--- src/rtl/counter_pkg.sv ---
// rtl/counter_pkg.sv - shared types and constants for the counter sweep controller
package counter_pkg;

  localparam int COUNTER_WIDTH = 5;
  localparam int COUNTER_MAX   = 31;

  typedef enum logic [2:0] {
    ST_IDLE,
    ST_LOAD,
    ST_UP,
    ST_DWELL_HI,
    ST_DOWN,
    ST_DWELL_LO,
    ST_FINISH
  } sweep_state_e;

endpackage

--- src/rtl/sweep_dwell_timer.sv ---
// rtl/sweep_dwell_timer.sv - dwell down-counter; a zero length dwells one cycle
module sweep_dwell_timer #(
  parameter int DW = 4
) (
  input  logic          clk_i,
  input  logic          rst_i,
  input  logic          load_i,
  input  logic [DW-1:0] len_i,
  output logic          expire_o
);

  localparam logic [DW-1:0] ONE = {{(DW-1){1'b0}}, 1'b1};

  logic [DW-1:0] cnt_q, cnt_d;
  logic          active_q, active_d;

  always_comb begin
    cnt_d    = cnt_q;
    active_d = active_q;
    if (load_i) begin
      active_d = 1'b1;
      cnt_d    = (len_i == '0) ? '0 : len_i - ONE;
    end else if (active_q) begin
      if (cnt_q == '0) begin
        active_d = 1'b0;
      end else begin
        cnt_d = cnt_q - ONE;
      end
    end
  end

  always_ff @(posedge clk_i) begin
    if (rst_i) begin
      cnt_q    <= '0;
      active_q <= 1'b0;
    end else begin
      cnt_q    <= cnt_d;
      active_q <= active_d;
    end
  end

  assign expire_o = active_q && (cnt_q == '0);

endmodule

--- src/rtl/counter_sweep_ctrl.sv ---
// rtl/counter_sweep_ctrl.sv - up/down sweep sequencer for the 5-bit counter
// Optional shadow-counter checker built when COUNTER_SWEEP_CHECK_EN is defined.
module counter_sweep_ctrl
  import counter_pkg::*;
#(
  parameter int WIDTH = COUNTER_WIDTH,
  parameter int DW    = 4
) (
  input  logic             CLK,
  input  logic             RST,
  input  logic             Start,
  input  logic             Abort,
  input  logic [WIDTH-1:0] Start_Val,
  input  logic [DW-1:0]    Dwell,
  input  logic [DW-1:0]    Sweeps,
  input  logic             High,
  input  logic             Low,
  input  logic [WIDTH-1:0] Count,
  output logic [WIDTH-1:0] IN,
  output logic             Load,
  output logic             Up,
  output logic             Down,
  output logic             Busy,
  output logic             Done,
  output logic [DW-1:0]    Sweep_Cnt,
  output logic             Err
);

  localparam logic [DW-1:0] SWEEP_ONE = {{(DW-1){1'b0}}, 1'b1};

  sweep_state_e     state_q, state_d;
  logic [WIDTH-1:0] start_val_q, start_val_d;
  logic [DW-1:0]    dwell_q, dwell_d;
  logic [DW-1:0]    sweeps_q, sweeps_d;
  logic [DW-1:0]    sweep_cnt_q, sweep_cnt_d;
  logic             timer_load;
  logic             timer_expire;
  logic             start_ok;

  assign start_ok   = (state_q == ST_IDLE) && Start && !Abort;
  // One timer serves both dwells: it is armed on the cycle an extreme is reached.
  assign timer_load = !Abort && (((state_q == ST_UP) && High) || ((state_q == ST_DOWN) && Low));

  sweep_dwell_timer #(.DW(DW)) u_dwell_timer (
    .clk_i    (CLK),
    .rst_i    (RST),
    .load_i   (timer_load),
    .len_i    (dwell_q),
    .expire_o (timer_expire)
  );

  always_comb begin
    state_d     = state_q;
    start_val_d = start_val_q;
    dwell_d     = dwell_q;
    sweeps_d    = sweeps_q;
    sweep_cnt_d = sweep_cnt_q;
    case (state_q)
      ST_IDLE: begin
        if (start_ok) begin
          start_val_d = Start_Val;
          dwell_d     = Dwell;
          sweeps_d    = Sweeps;
          sweep_cnt_d = '0;
          state_d     = ST_LOAD;
        end
      end
      ST_LOAD:     state_d = ST_UP;
      ST_UP:       if (High) state_d = ST_DWELL_HI;
      ST_DWELL_HI: if (timer_expire) state_d = ST_DOWN;
      ST_DOWN:     if (Low) state_d = ST_DWELL_LO;
      ST_DWELL_LO: begin
        if (timer_expire) begin
          sweep_cnt_d = sweep_cnt_q + SWEEP_ONE;
          if ((sweeps_q != '0) && (sweep_cnt_d == sweeps_q)) begin
            state_d = ST_FINISH;
          end else begin
            state_d = ST_UP;
          end
        end
      end
      ST_FINISH:   state_d = ST_IDLE;
      default:     state_d = ST_IDLE;
    endcase
    if ((state_q != ST_IDLE) && Abort) begin
      state_d     = ST_IDLE;
      sweep_cnt_d = sweep_cnt_q;
    end
  end

  always_ff @(posedge CLK) begin
    if (RST) begin
      state_q     <= ST_IDLE;
      start_val_q <= '0;
      dwell_q     <= '0;
      sweeps_q    <= '0;
      sweep_cnt_q <= '0;
    end else begin
      state_q     <= state_d;
      start_val_q <= start_val_d;
      dwell_q     <= dwell_d;
      sweeps_q    <= sweeps_d;
      sweep_cnt_q <= sweep_cnt_d;
    end
  end

  assign IN        = start_val_q;
  assign Load      = (state_q == ST_LOAD);
  assign Up        = (state_q == ST_UP);
  assign Down      = (state_q == ST_DOWN);
  assign Busy      = (state_q != ST_IDLE);
  assign Done      = (state_q == ST_FINISH);
  assign Sweep_Cnt = sweep_cnt_q;

`ifdef COUNTER_SWEEP_CHECK_EN
  localparam logic [WIDTH-1:0] CNT_ONE = {{(WIDTH-1){1'b0}}, 1'b1};
  localparam logic [WIDTH-1:0] CNT_MAX = '1;

  logic [WIDTH-1:0] model_q, model_d;
  logic             model_vld_q, model_vld_d;
  logic             err_q, err_d;

  // Model mirrors the counter's priority: Load, then Down, then Up, saturating.
  always_comb begin
    model_d     = model_q;
    err_d       = err_q;
    model_vld_d = Load || (model_vld_q && Busy);
    if (Load) begin
      model_d = start_val_q;
    end else if (Down && (model_q != '0)) begin
      model_d = model_q - CNT_ONE;
    end else if (Up && (model_q != CNT_MAX)) begin
      model_d = model_q + CNT_ONE;
    end
    if (Busy && model_vld_q && (Count != model_q)) begin
      err_d = 1'b1;
    end
    if (start_ok) begin
      err_d = 1'b0;
    end
  end

  always_ff @(posedge CLK) begin
    if (RST) begin
      model_q     <= '0;
      model_vld_q <= 1'b0;
      err_q       <= 1'b0;
    end else begin
      model_q     <= model_d;
      model_vld_q <= model_vld_d;
      err_q       <= err_d;
    end
  end

  assign Err = err_q;
`else
  logic unused_count;
  assign unused_count = ^Count;
  assign Err          = 1'b0;
`endif

endmodule

--- config.mk ---
export PLATFORM = sky130hd
export DESIGN_NAME = counter_sweep_ctrl
export DESIGN_NICKNAME = d
export VERILOG_FILES = /design/src/rtl/counter_pkg.sv /design/src/rtl/sweep_dwell_timer.sv /design/src/rtl/counter_sweep_ctrl.sv
export SDC_FILE = /design/constraint.sdc
export NUM_CORES = 1
export LEC_CHECK = 0
export BUFFER_PORTS_ARGS = -buffer_cell sky130_fd_sc_hd__buf_2
export CORE_MARGIN = 3
export CORE_UTILIZATION = 30
export DETAILED_ROUTE_END_ITERATION = 8
export PLACE_DENSITY = 0.57
export SYNTH_ARGS = -nofsm -noshare
export SYNTH_HDL_FRONTEND = slang
export SYNTH_HIERARCHICAL = 1
export SYNTH_SLANG_ARGS = --single-unit
--- constraint.sdc ---
create_clock -name CLK -period 5.6 [get_ports CLK]
set_clock_uncertainty 0.05 [all_clocks]
set_input_delay 1.12 -clock CLK [delete_from_list [all_inputs] [get_ports CLK]]
set_output_delay 1.12 -clock CLK [all_outputs]
set_load 0.02 [all_outputs]
==> results.md, run 1 <==
Die:
- The row count is 24.
- The die is 75.3 um wide.
- The initial standard-cell utilization of the core is 31.9%.
- The overall die area is 5660 um^2.
- For this design the top-level I/O count stands at 39.
- The area of the placeable core is 4500 um^2.
- The die is 75.3 um tall.

Final layout:
- The multi-input combinational cells in the finished layout cover a total of 821 um^2.
- In the final design database the tool counted 233 nets.
- Cells with a size suffix above 1 make up 22.3% of the layout.
- The number of antenna diodes in the final layout is 0.
- Summing all flip-flop and latch instances after layout gives 500 um^2.
- The number of filler instances in the final layout is 493.
- The area growth from synthesis to layout is 13.2%.

Clocking:
- The source-to-sink clock delay at the later pin of the worst-skew pair is 0.27 ns.
- The number of sinks on the clock net is 25.
- The maximum clock insertion buffer count is 2.
- The root buffer cell is clkbuf_8.
- The CTS buffer count is 3.
- The depth of the CTS H-tree is 1.
- In this run, post-CTS hold repair placed 0 buffers.
- The number of buffers inserted to repair setup after CTS is 0.
- The clock tree from TritonCTS is done.
- The number of cells upsized or downsized after cts is 0.
- Clock-pin slew was measured on the worst setup and hold paths at 0.09 ns.

Pwr:
- The worst ir drop on vdd is 0.0967 mV.
- The power per standard cell area is 222 nW/um^2.
- Summed over all cells, the static leakage comes to 0.676 nW.

Global routing:
- The global-route usage over all layers is 11.9%.
- The number of antenna violations at the first check in global routing is 0.
- The sum of overflow across all layers after global routing is 0.
- Entering global routing, the biggest net connects 22 pins.
- The via count of the first global-routing pass was 1128.
- The first-pass GRT wire length is 5.30 mm.

STA:
- The number of hold violations in the final report is 0.
- Adding up every negative setup slack in the final design gives 0 ns.
- The final count of negative-setup-slack endpoints is 0.
- Final hold analysis gives a worst-case slack of 0.409 ns.
- Timing would allow up to 349 MHz.
- Setup repair after global routing left no endpoint under its margin.
- The max-slew violation total from the final report is 0.
- In this run the tightest slew margin relative to its limit is 32.6%.
- The final period demand of the worst path is 2.87 ns.
- The slew at the pin with the worst max-slew slack is 1.00 ns.
- The final critical path takes up 51.2% of the cycle.

Synth:
- The number of warnings printed during yosys synthesis is 6.
- After synthesis the netlist holds a flip-flop and latch count of 25.
- Synthesis handed over a netlist of 181 instances.
- The number of distinct library cells after synthesis is 54.
- The post-synthesis area per instance is 7.95 um^2.
- Sequential elements use 34.8% of the synthesized area.
- In this run, synthesis inferred 0 flip-flops with an integrated enable.
- The prevailing post-synth register cell is dfxtp_1.
- The cell area that synthesis handed to floorplanning was 1440 um^2.
- When the netlist entered floorplanning its net count stood at 207.
- The async set-or-reset flop fraction in the synthesized netlist is 0%.

Worst hold path:
- In this run the worst hold path is classified as register to register.

Place:
- The global placement routability congestion is 0.831.
- The sum of net half-perimeters after detailed placement is 2.28 mm.
- Port buffering added 32 buffers.

Worst setup path:
- Along the worst path, the maximum fanout reaches 10.
- The worst setup path is captured at a register.
- The critical path is of the input port to register type.
- Data on the critical path is required at its endpoint by 5.73 ns.
- At the worst endpoint, the arrival time is 3.00 ns.
- The kind of start point of the critical path is an input port.

Route:
- The detailed-route via count is 1325.
- In the routed design, unresolved DRC markers number 0.
- The detailed-route wire length is 3.22 mm.
- In the final routed layout, each cell accounts on average for 12.5 um.
- The detail route stage leaves a number of antenna-violating nets equal to 0.
- The detailed router finished its first iteration with 74 violations.
- Using the TritonRoute via totals, the vias-per-cell ratio works out to 5.14.
- The detailed-routing iteration count for the pre-antenna-repair pass is 6.

Outcome:
- The run finished with clean final reports.

Flow run:
- The max-capacitance violation count is 0.
-- layout by cell type, fill, tap and decap left out, drive strengths merged, types with 2 or more instances in the layout --
cell / netlist / routed
nor3: 6 / 6
nor2b: 3 / 3
and3: 2 / 2
dfxtp: 25 / 25
nor3b: 5 / 5
o21ai: 9 / 9
a21oi: 20 / 20
o31ai: 2 / 2
nor2: 12 / 12
nand3: 2 / 2
a211oi: 3 / 3
nand2b: 4 / 4
nor4b: 2 / 2
nand2: 33 / 33
or3: 3 / 3
nand3b: 2 / 2
inv: 10 / 10
buf: 8 / 32
ha: 2 / 2
clkbuf: 3 / 4
-- critical path, cell delays in order --
cell and delay [ns]:
buf_2 0.09, inv_1 0.05, a2bb2oi_1 0.15, nor3_1 0.77
nor4b_2 0.11, or3_1 0.44, o32ai_2 0.28
-- per-layer routing --
metal  wire length (um)  global-route usage [%]  share of wire (%)
met3                181                    2.00                5.6
met4                 44                    4.08                1.4
met5                  0                       0                  0
met2               1400                    17.3                 43
met1               1600                    17.6                 50
-- per-stage QoR --
stage	setup slack, ns	instance area [um^2]	total power [W]	std cells	utilization [%]
floorplan	3.19	1440	0.000243	181	-
global placement	2.39	1580	0.000257	254	35.2
detailed placement	2.45	1580	0.000257	254	35.2
CTS	2.72	1630	0.000366	258	36.2
global route	2.59	1630	0.000380	258	36.2
finish	2.73	1630	0.000362	258	36.2
-- logic make-up after synthesis --
group           synth area share [%]
mux                            0.696
flops                           34.8
other cells                    0.261
simple gates                    30.3
buf+inv                         8.17
fa+ha+maj                       1.74
xor+xnor                        2.87
compound gates                  21.1
-- final timing paths --
kind / from / to / slack [ns] / cells past startpoint
hold reg to reg: IN[4] / IN[4] / 0.41 / 2
setup reg to reg: state_q[2] / u_dwell_timer/cnt_q[1] / 2.86 / 6
hold / removal: IN[4] / IN[4] / 0.41 / 2
setup / recovery: Low / u_dwell_timer/cnt_q[1] / 2.73 / 7
-- power breakdown --
group / internal [W] / switching (W) / total, W
Sequential: 0.000185 / 0.0000103 / 0.000195
Combinational: 0.0000246 / 0.0000331 / 0.0000577
Clock: 0.0000509 / 0.0000581 / 0.000109
Total: 0.000260 / 0.000101 / 0.000362
-- layout make-up --
cell class / instances / share of cell area (%)
well taps: 52 / 3.99
multi-input cells: 135 / 50.4
inverters: 10 / 2.30
repair buffers: 32 / 9.83
flip-flops and latches: 25 / 30.7
clock buffers: 4 / 2.76
-- sequential cells by signal, indices dropped and copies added (netlist names) --
name                    flops
u_dwell_timer/cnt_q         4
IN                          5
Sweep_Cnt                   4
sweeps_q                    4
u_dwell_timer/active_q      1
dwell_q                     4
state_q                     3
-- synth_stat cells, types with 2 or more instances --
| master | n | area share (%) |
|---|---|---|
| a211oi_1 | 3 | 1.6 |
| a21oi_1 | 20 | 7.0 |
| buf_4 | 2 | 1.0 |
| o31ai_1 | 2 | 1.0 |
| buf_6 | 4 | 3.1 |
| inv_1 | 10 | 2.6 |
| nand3b_1 | 2 | 1.0 |
| nor2b_1 | 3 | 1.3 |
| nand2_1 | 33 | 8.6 |
| nor3b_1 | 4 | 2.1 |
| or3_1 | 2 | 0.87 |
| nor3_1 | 6 | 2.1 |
| ha_1 | 2 | 1.7 |
| nand2b_1 | 4 | 1.7 |
| nor2_1 | 11 | 2.9 |
| dfxtp_1 | 25 | 35 |
| o21ai_0 | 8 | 2.8 |
| nand3_1 | 2 | 0.70 |
| clkbuf_1 | 3 | 0.78 |
Power figures use the tool's default switching activity.
==> run 2: changes to the inputs <==
clock period = 2.8 ns   (was 5.6 ns; I/O delays follow)
==> run 2 against run 1 <==
Against the previous run: clock power increased by 100%; worst setup slack got worse by 2.2 ns; hold slack got worse by 0.0013 ns; sequential share of layout area decreased by 0.35 points; sequential power increased by 100%; global-route usage decreased by 0.25 points; count of clock-buffer cells in the layout decreased by 1; core utilization increased by 0.42 points; first-iteration DRC count decreased by 24%; non-clock buffer count increased by 2; power increased by 100%; critical path depth unchanged; critical endpoint unchanged.
==> results.md, run 2 (synthesis results as in run 1) <==
STA:
- The final-layout setup total negative slack is 0 ns.
- At the pin with the least slew margin, the transition time is 0.552 ns.
- Setup repair after global routing left no endpoint under its margin.
- The final count of negative-setup-slack endpoints is 0.
- The max-slew violation total from the final report was 0.
- The smallest clock period supported by the final layout is computed as 2.23 ns.
- The peak clock frequency supported by timing is 449 MHz.
- The number of hold violations in the final report came to 0.
- After layout, the worst path uses 79.6% of the clock period.
- The worst pin sits at a relative slew slack of 63.2%.

Clocking:
- The number of hold buffers added after CTS was 0.
- The source-to-sink clock delay at the later pin of the worst-skew pair is 0.27 ns.
- Clock tree synthesis selected as its root buffer the cell clkbuf_8.
- The depth of the CTS H-tree is 1.
- In this run the deepest clock path goes through 2 buffers.
- The number of sinks on the clock net is 25.
- Clock tree synthesis inserted a total of 3 buffers.
- After clock tree synthesis, the setup repair step added 0 buffers.
- TritonCTS built the clock tree.
- The number of cells upsized or downsized after cts is 0.
- The clock transition at the registers of the reported paths is 0.09 ns.

Route:
- After detailed routing, the met2 layer carries 1.36 mm of wire.
- In the routed design, unresolved DRC markers number 0.
- The detailed router finished its first iteration with 56 violations.
- The total routed wire length on the met1 layer is 1.65 mm.
- Dividing the detail-routed via count by the number of cells gives 5.02.
- The first detailed-routing pass ran for 4 iterations.
- After detailed routing, the average wire length per cell comes to 12.1 um.
- Summed over all layers, the routed wires come to 3.15 mm.
- The detailed-route via count is 1306.
- The highest layer touched by signal routing is met4.
- In this run the remaining antenna-violating nets after routing total 0.
- The detailed route wirelength on metal3 is 133 um.

Pwr:
- In this run the static leakage power is 0.686 nW.
- The worst ir drop on vdd is 0.271 mV.
- The relative contribution of the clock network to total power is 30.5%.
- Dividing total power by cell area gives a power density of 442 nW/um^2.
- The final total power is 0.000728 W.
- Cell internal power was estimated by the tool at 0.000520 W.
- The portion of total power attributed to combinational logic is 15.9%.
- In this run the power spent charging and discharging nets is 0.000208 W.
- The part of the total power dissipated in sequential elements is 53.6%.
- Of the total power, the share spent switching nets is 28.6%.

Final layout:
- The library cells used most frequently in the layout, excluding fill and tap cells, are nand2_1, buf_2, dfxtp_1.
- The fraction of final layout cells sized beyond drive strength 1 is 23.6%.
- The area growth from synthesis to layout is 14.5%.
- The final layout contains 235 nets.
- The layout has 494 filler cells.
- The final instance area is 1650 um^2.
- The antenna cell count is 0.
- The commonest non-fill, non-tap cell in the layout is nand2_1.
- The register with the most flip-flops in the layout has 5 of them.

Global routing:
- The first global-routing pass estimated 5.26 mm of wire.
- The global-route usage over all layers is 11.6%.
- The number of antenna violations at the first check in global routing was 0.
- The sum of overflow across all layers after global routing is 0.
- The via count of the first global-routing pass is 1114.
- The pin count of the biggest net entering global routing is 22.

Worst setup path:
- The endpoint class of the critical path is a register.
- The worst register-to-register path begins at state_q[2].
- The signal on the critical path passes through or2b_1 -> a2bb2oi_1 -> nor3_1 -> buf_4 -> nor4b_2 -> or3_1 -> o32ai_2.
- The endpoint of the worst setup timing path is u_dwell_timer/cnt_q[1].
- Of all nets on the critical path, the largest fanout is 12.
- The slowest stage of the critical path belongs to the cell dfxtp_1.
- The worst register-to-register path has a depth of 7.
- The worst setup path is of the register to register kind.
- The reg-to-reg critical path endpoint is u_dwell_timer/cnt_q[1].
- Data on the critical path is required at its endpoint by 2.94 ns.
- The worst setup path is launched from a register.
- For the worst setup path, the data arrival time is 2.37 ns.
- The setup slack of the most critical reg-to-reg path is 0.57 ns.
- The launch point of the worst path is state_q[2].
- For this run, the slowest stage of the critical path takes 0.56 ns.

Die:
- The die is 75.3 um wide.
- The area of the placeable core is 4500 um^2.
- The top-level port count is 39.
- The die height is 75.3 um.
- Once the floorplan was initialized, standard cells occupied 31.9% of the core.
- The floorplan has 24 rows.
- The overall die area is 5660 um^2.

Place:
- The placement-stage cell area is 1600 um^2.
- The count of buffers from port buffering is 32.
- At the end of routability-driven placement, the weighted congestion stood at 0.802.
- The wire-length estimate of the detail-placed layout is 2.24 mm.

Worst hold path:
- The class of the tightest hold or removal check is register to register.
- The cell depth of the worst hold path is 2.

Flow run:
- The max-capacitance violation count is 0.

Outcome:
- The flow ran to the end, and the final reports show no timing, DRC or antenna violations.
run 2: cell types whose count changed in the layout (fill, tap and decap cells not counted):
cell	before	now
buf_4	0	2
clkbuf_1	1	0
clkinvlp_4	0	1
run 2: critical path, delay by kind of cell, from the launching register on:
family | cells | cell delay, ns
buffers and inverters | 1 | 0.20
and+or+nand+nor | 4 | 0.91
AOI/OAI and AO/OA | 2 | 0.41
DFF | 1 | 0.56
run 2: cell type report:
type                    count  area (um^2)  share of cell area (%)
clock buffers               3         41.3                    2.51
clock inverters             1         7.51                   0.456
inverters                  10         37.5                    2.28
multi-input cells         135          821                    49.8
flip-flops and latches     25          500                    30.4
well taps                  52         65.1                    3.95
repair buffers             34          175                    10.6
run 2: worst min path at each step:
stage | start | end | slack (ns)
2_1_floorplan | sweeps_q[0] | sweeps_q[0] | 0.40
3_3_place_gp | IN[3] | IN[3] | 0.39
3_5_place_dp | IN[2] | IN[2] | 0.39
4_1_cts | IN[2] | IN[2] | 0.41
5_1_grt | IN[2] | IN[2] | 0.42
6_report | IN[3] | IN[3] | 0.41
run 2: layer usage:
layer	up-vias	global-route usage [%]
met5	-	0
met4	0	2.33
met3	2	1.87
met2	30	17.2
met1	590	17.8
li1	684	-
run 2: power by group through the flow:
stage               Clock, W  Combinational (W)  Sequential [W]
finish              0.000222           0.000116        0.000390
global route        0.000241           0.000130        0.000393
CTS                 0.000230           0.000117        0.000390
detailed placement         0           0.000117        0.000398
global placement           0           0.000117        0.000398
floorplan                  0          0.0000937        0.000393
run 2: metrics by stage:
stage               setup WS (ns)  hold WS, ns  util (%)  instances
floorplan                   0.605        0.400         -        181
global placement            0.573        0.392      35.5        256
detailed placement          0.589        0.395      35.5        256
CTS                         0.547        0.408      36.6        260
global route                0.399        0.424      36.6        260
finish                      0.572        0.407      36.6        260
==> run 3: changes to the inputs <==
PLACE_DENSITY = 0.58   (was 0.57)
clock period = 1.86 ns   (was 2.8 ns; I/O delays follow)
==> run 3 against run 2 <==
Against the previous run: the flow now finishes with violations (negative setup slack); sequential share of layout area fell by 4.9 points; core utilization rose by 7.4 points; sequential cell count did not move; global-route usage rose by 1.2 points; register-to-register slack got worse by 0.66 ns; die area did not move; critical path depth did not move; clock power rose by 52%; critical path type unchanged.
==> results.md, run 3 (synthesis results as in run 1) <==
Die:
- The top-level port count is 39.
- The die is 75.3 um wide.
- The initial standard-cell utilization of the core is 31.9%.
- The floorplan has 24 rows.
- The area of the placeable core is 4500 um^2.
- The die height is 75.3 um.
- The overall die area is 5660 um^2.

Pwr:
- In this run the static leakage power is 0.834 nW.
- The cell-internal power is 0.000810 W.
- The portion of total power attributed to combinational logic is 20.4%.
- The net switching power is 0.000341 W.
- The relative contribution of the clock network to total power is 29.3%.
- Net switching is 29.6% of the power.
- The worst ir drop on vdd is 0.234 mV.
- In this run the power density over the cells is 580 nW/um^2.
- The share of total power dissipated in sequential elements is 50.2%.
- The final total power is 0.00115 W.

Final layout:
- From synthesis to final layout, the design area changed by 37.8%.
- The antenna cell count is 0.
- The fraction of final layout cells sized beyond drive strength 1 is 42.2%.
- The library cells used most frequently in the layout, excluding fill and tap cells, are nand2_1, buf_2, buf_4.
- The commonest non-fill, non-tap cell in the layout is nand2_1.
- The number of flip-flops under the largest register name is 5.
- After the last flow step, the layout net total stands at 259.
- Cells fill 44.0% of the core in the end.
- The final instance area is 1980 um^2.

Place:
- Input and output buffers added on the ports amount to 32.
- Before CTS, the worst setup slack after placement is -0.0707 ns.
- Detailed placement ended at an HPWL of 2.66 mm.
- The global placement routability congestion is 0.744.
- In this run the cell area measured after placement is 1760 um^2.

Clocking:
- The source-to-sink clock delay at the later pin of the worst-skew pair is 0.27 ns.
- The number of sinks on the clock net is 25.
- TritonCTS built the clock tree.
- The CTS buffer count is 3.
- The maximum clock insertion buffer count is 2.
- In this run the number of H-tree levels came out at 1.
- The cts-stage hold buffer count is 0.
- The root buffer cell is clkbuf_8.
- The clock transition at the registers of the reported paths is 0.09 ns.

STA:
- For the pin with the worst max-slew slack, the measured transition is 0.530 ns.
- The max-slew violation total from the final report is 0.
- The final worst-path setup slack is -0.0858 ns.
- The number of hold violations in the final report is 0.
- Setup repair after global routing could not meet its margin everywhere.
- The headroom to the max-slew limit is 64.1%.
- The peak clock frequency supported by timing is 514 MHz.
- Subtracting the final worst setup slack from the clock period gives 1.95 ns.
- The final count of negative-setup-slack endpoints is 5.
- Summed over all failing endpoints, the final setup total negative slack is -0.192 ns.
- The period utilization is 105%.

Worst setup path:
- STA classifies the critical path startpoint as a register.
- The worst path required time is 2.00 ns.
- The top cell family by delay on the critical path is simple AND/OR/NAND/NOR gates.
- STA classifies the critical path endpoint as a register.
- The worst setup path is of the register to register kind.
- The largest single stage delay on the critical path is 0.42 ns.
- The critical path goes through or2b_1 -> a2bb2oi_2 -> nor3_1 -> buf_4 -> nor2_4 -> or3_4 -> o32ai_4.
- The worst path buffer plus inverter count is 1.
- The slowest stage of the critical path is the or3_4 cell.
- The data arrival at the endpoint of the critical path is 2.08 ns.
- Along the worst path, the maximum fanout reaches 4.

Outcome:
- The run finished, with violations left.
- The checks that failed: negative setup slack.

Global routing:
- The via count of the first global-routing pass was 1205.
- The pin count of the biggest net entering global routing is 15.
- The number of antenna violations at the first check in global routing was 0.
- The first global-routing pass estimated 5.57 mm of wire.
- The global-route usage over all layers is 12.8%.
- The sum of overflow across all layers after global routing is 0.

Route:
- The routed length on met2 is 1.75 mm.
- Across all layers, the routed design uses 1440 vias.
- The starting DRC count in detailed routing is 47.
- The routed design has 3.82 mm of wire.
- The number of remaining DRC errors is 0.
- After detailed routing, the met3 layer carries 146 um of wire.
- The average routed wire per standard cell is 13.5 um.
- The count of nets left with antenna violations once routing finished came out at 0.
- For this block, wires on met1 add up to 1.89 mm.
- After detailed routing, the number of vias per cell comes to 5.07.
- Before antenna repair, the detailed router went through 4 iterations.
- The highest layer touched by signal routing is met4.

Flow run:
- The max-capacitance violation count is 0.

Worst hold path:
- The worst hold path belongs to the class input port to register.
[run 3: cell count changes in the layout (fill, tap and decap cells not counted), sizes merged]
cell	previous run	this run
buf	34	58
clkinv	0	1
clkinvlp	1	0
[run 3: power groups by stage]
stage | clock, W | sequential (W) | combinational (W)
CTS | 0.000350 | 0.000578 | 0.000217
floorplan | 0 | 0.000592 | 0.000149
detailed placement | 0 | 0.000590 | 0.000211
global placement | 0 | 0.000589 | 0.000208
global route | 0.000370 | 0.000582 | 0.000259
finish | 0.000337 | 0.000578 | 0.000235
[run 3: worst min-delay path: stages]
cell     delay (ns)
buf_2          0.09
nand2_1        0.04
a21oi_1        0.05
[run 3: path summary, 6_finish.rpt]
check	from	to	slack, ns	cells after the start
worst max-delay path	state_q[2]	u_dwell_timer/cnt_q[1]	-0.09	7
worst min register to register	IN[3]	IN[3]	0.41	2
worst max register to register	state_q[2]	u_dwell_timer/cnt_q[1]	-0.09	7
worst min-delay path	Start_Val[4]	IN[4]	0.27	3
[run 3: layer usage]
metal,track usage [%],vias to the layer above
li1,-,732
met1,18.0,675
met2,19.6,28
met3,2.40,5
met4,4.27,0
met5,0,-
[run 3: timing repair]
item	in CTS	in global routing
endpoints found under the setup margin	6	9
gates resized for setup	4	25
buffers inserted	2	6
pin swaps	7	10
[run 3: stage by stage]
step	hold slack, ns	cells
2_1_floorplan	0.400	181
3_3_place_gp	0.392	272
3_5_place_dp	0.396	272
4_1_cts	0.268	278
5_1_grt	0.264	284
6_report	0.275	284
[run 3: area by class of cell]
cell class | count | area [um^2]
fillers | 468 | 2520
repair buffers | 58 | 367
well taps | 52 | 65.1
clock buffers | 3 | 41.3
flip-flops and latches | 25 | 505
inverters | 10 | 37.5
clock inverters | 1 | 5.00
multi-input cells | 135 | 962
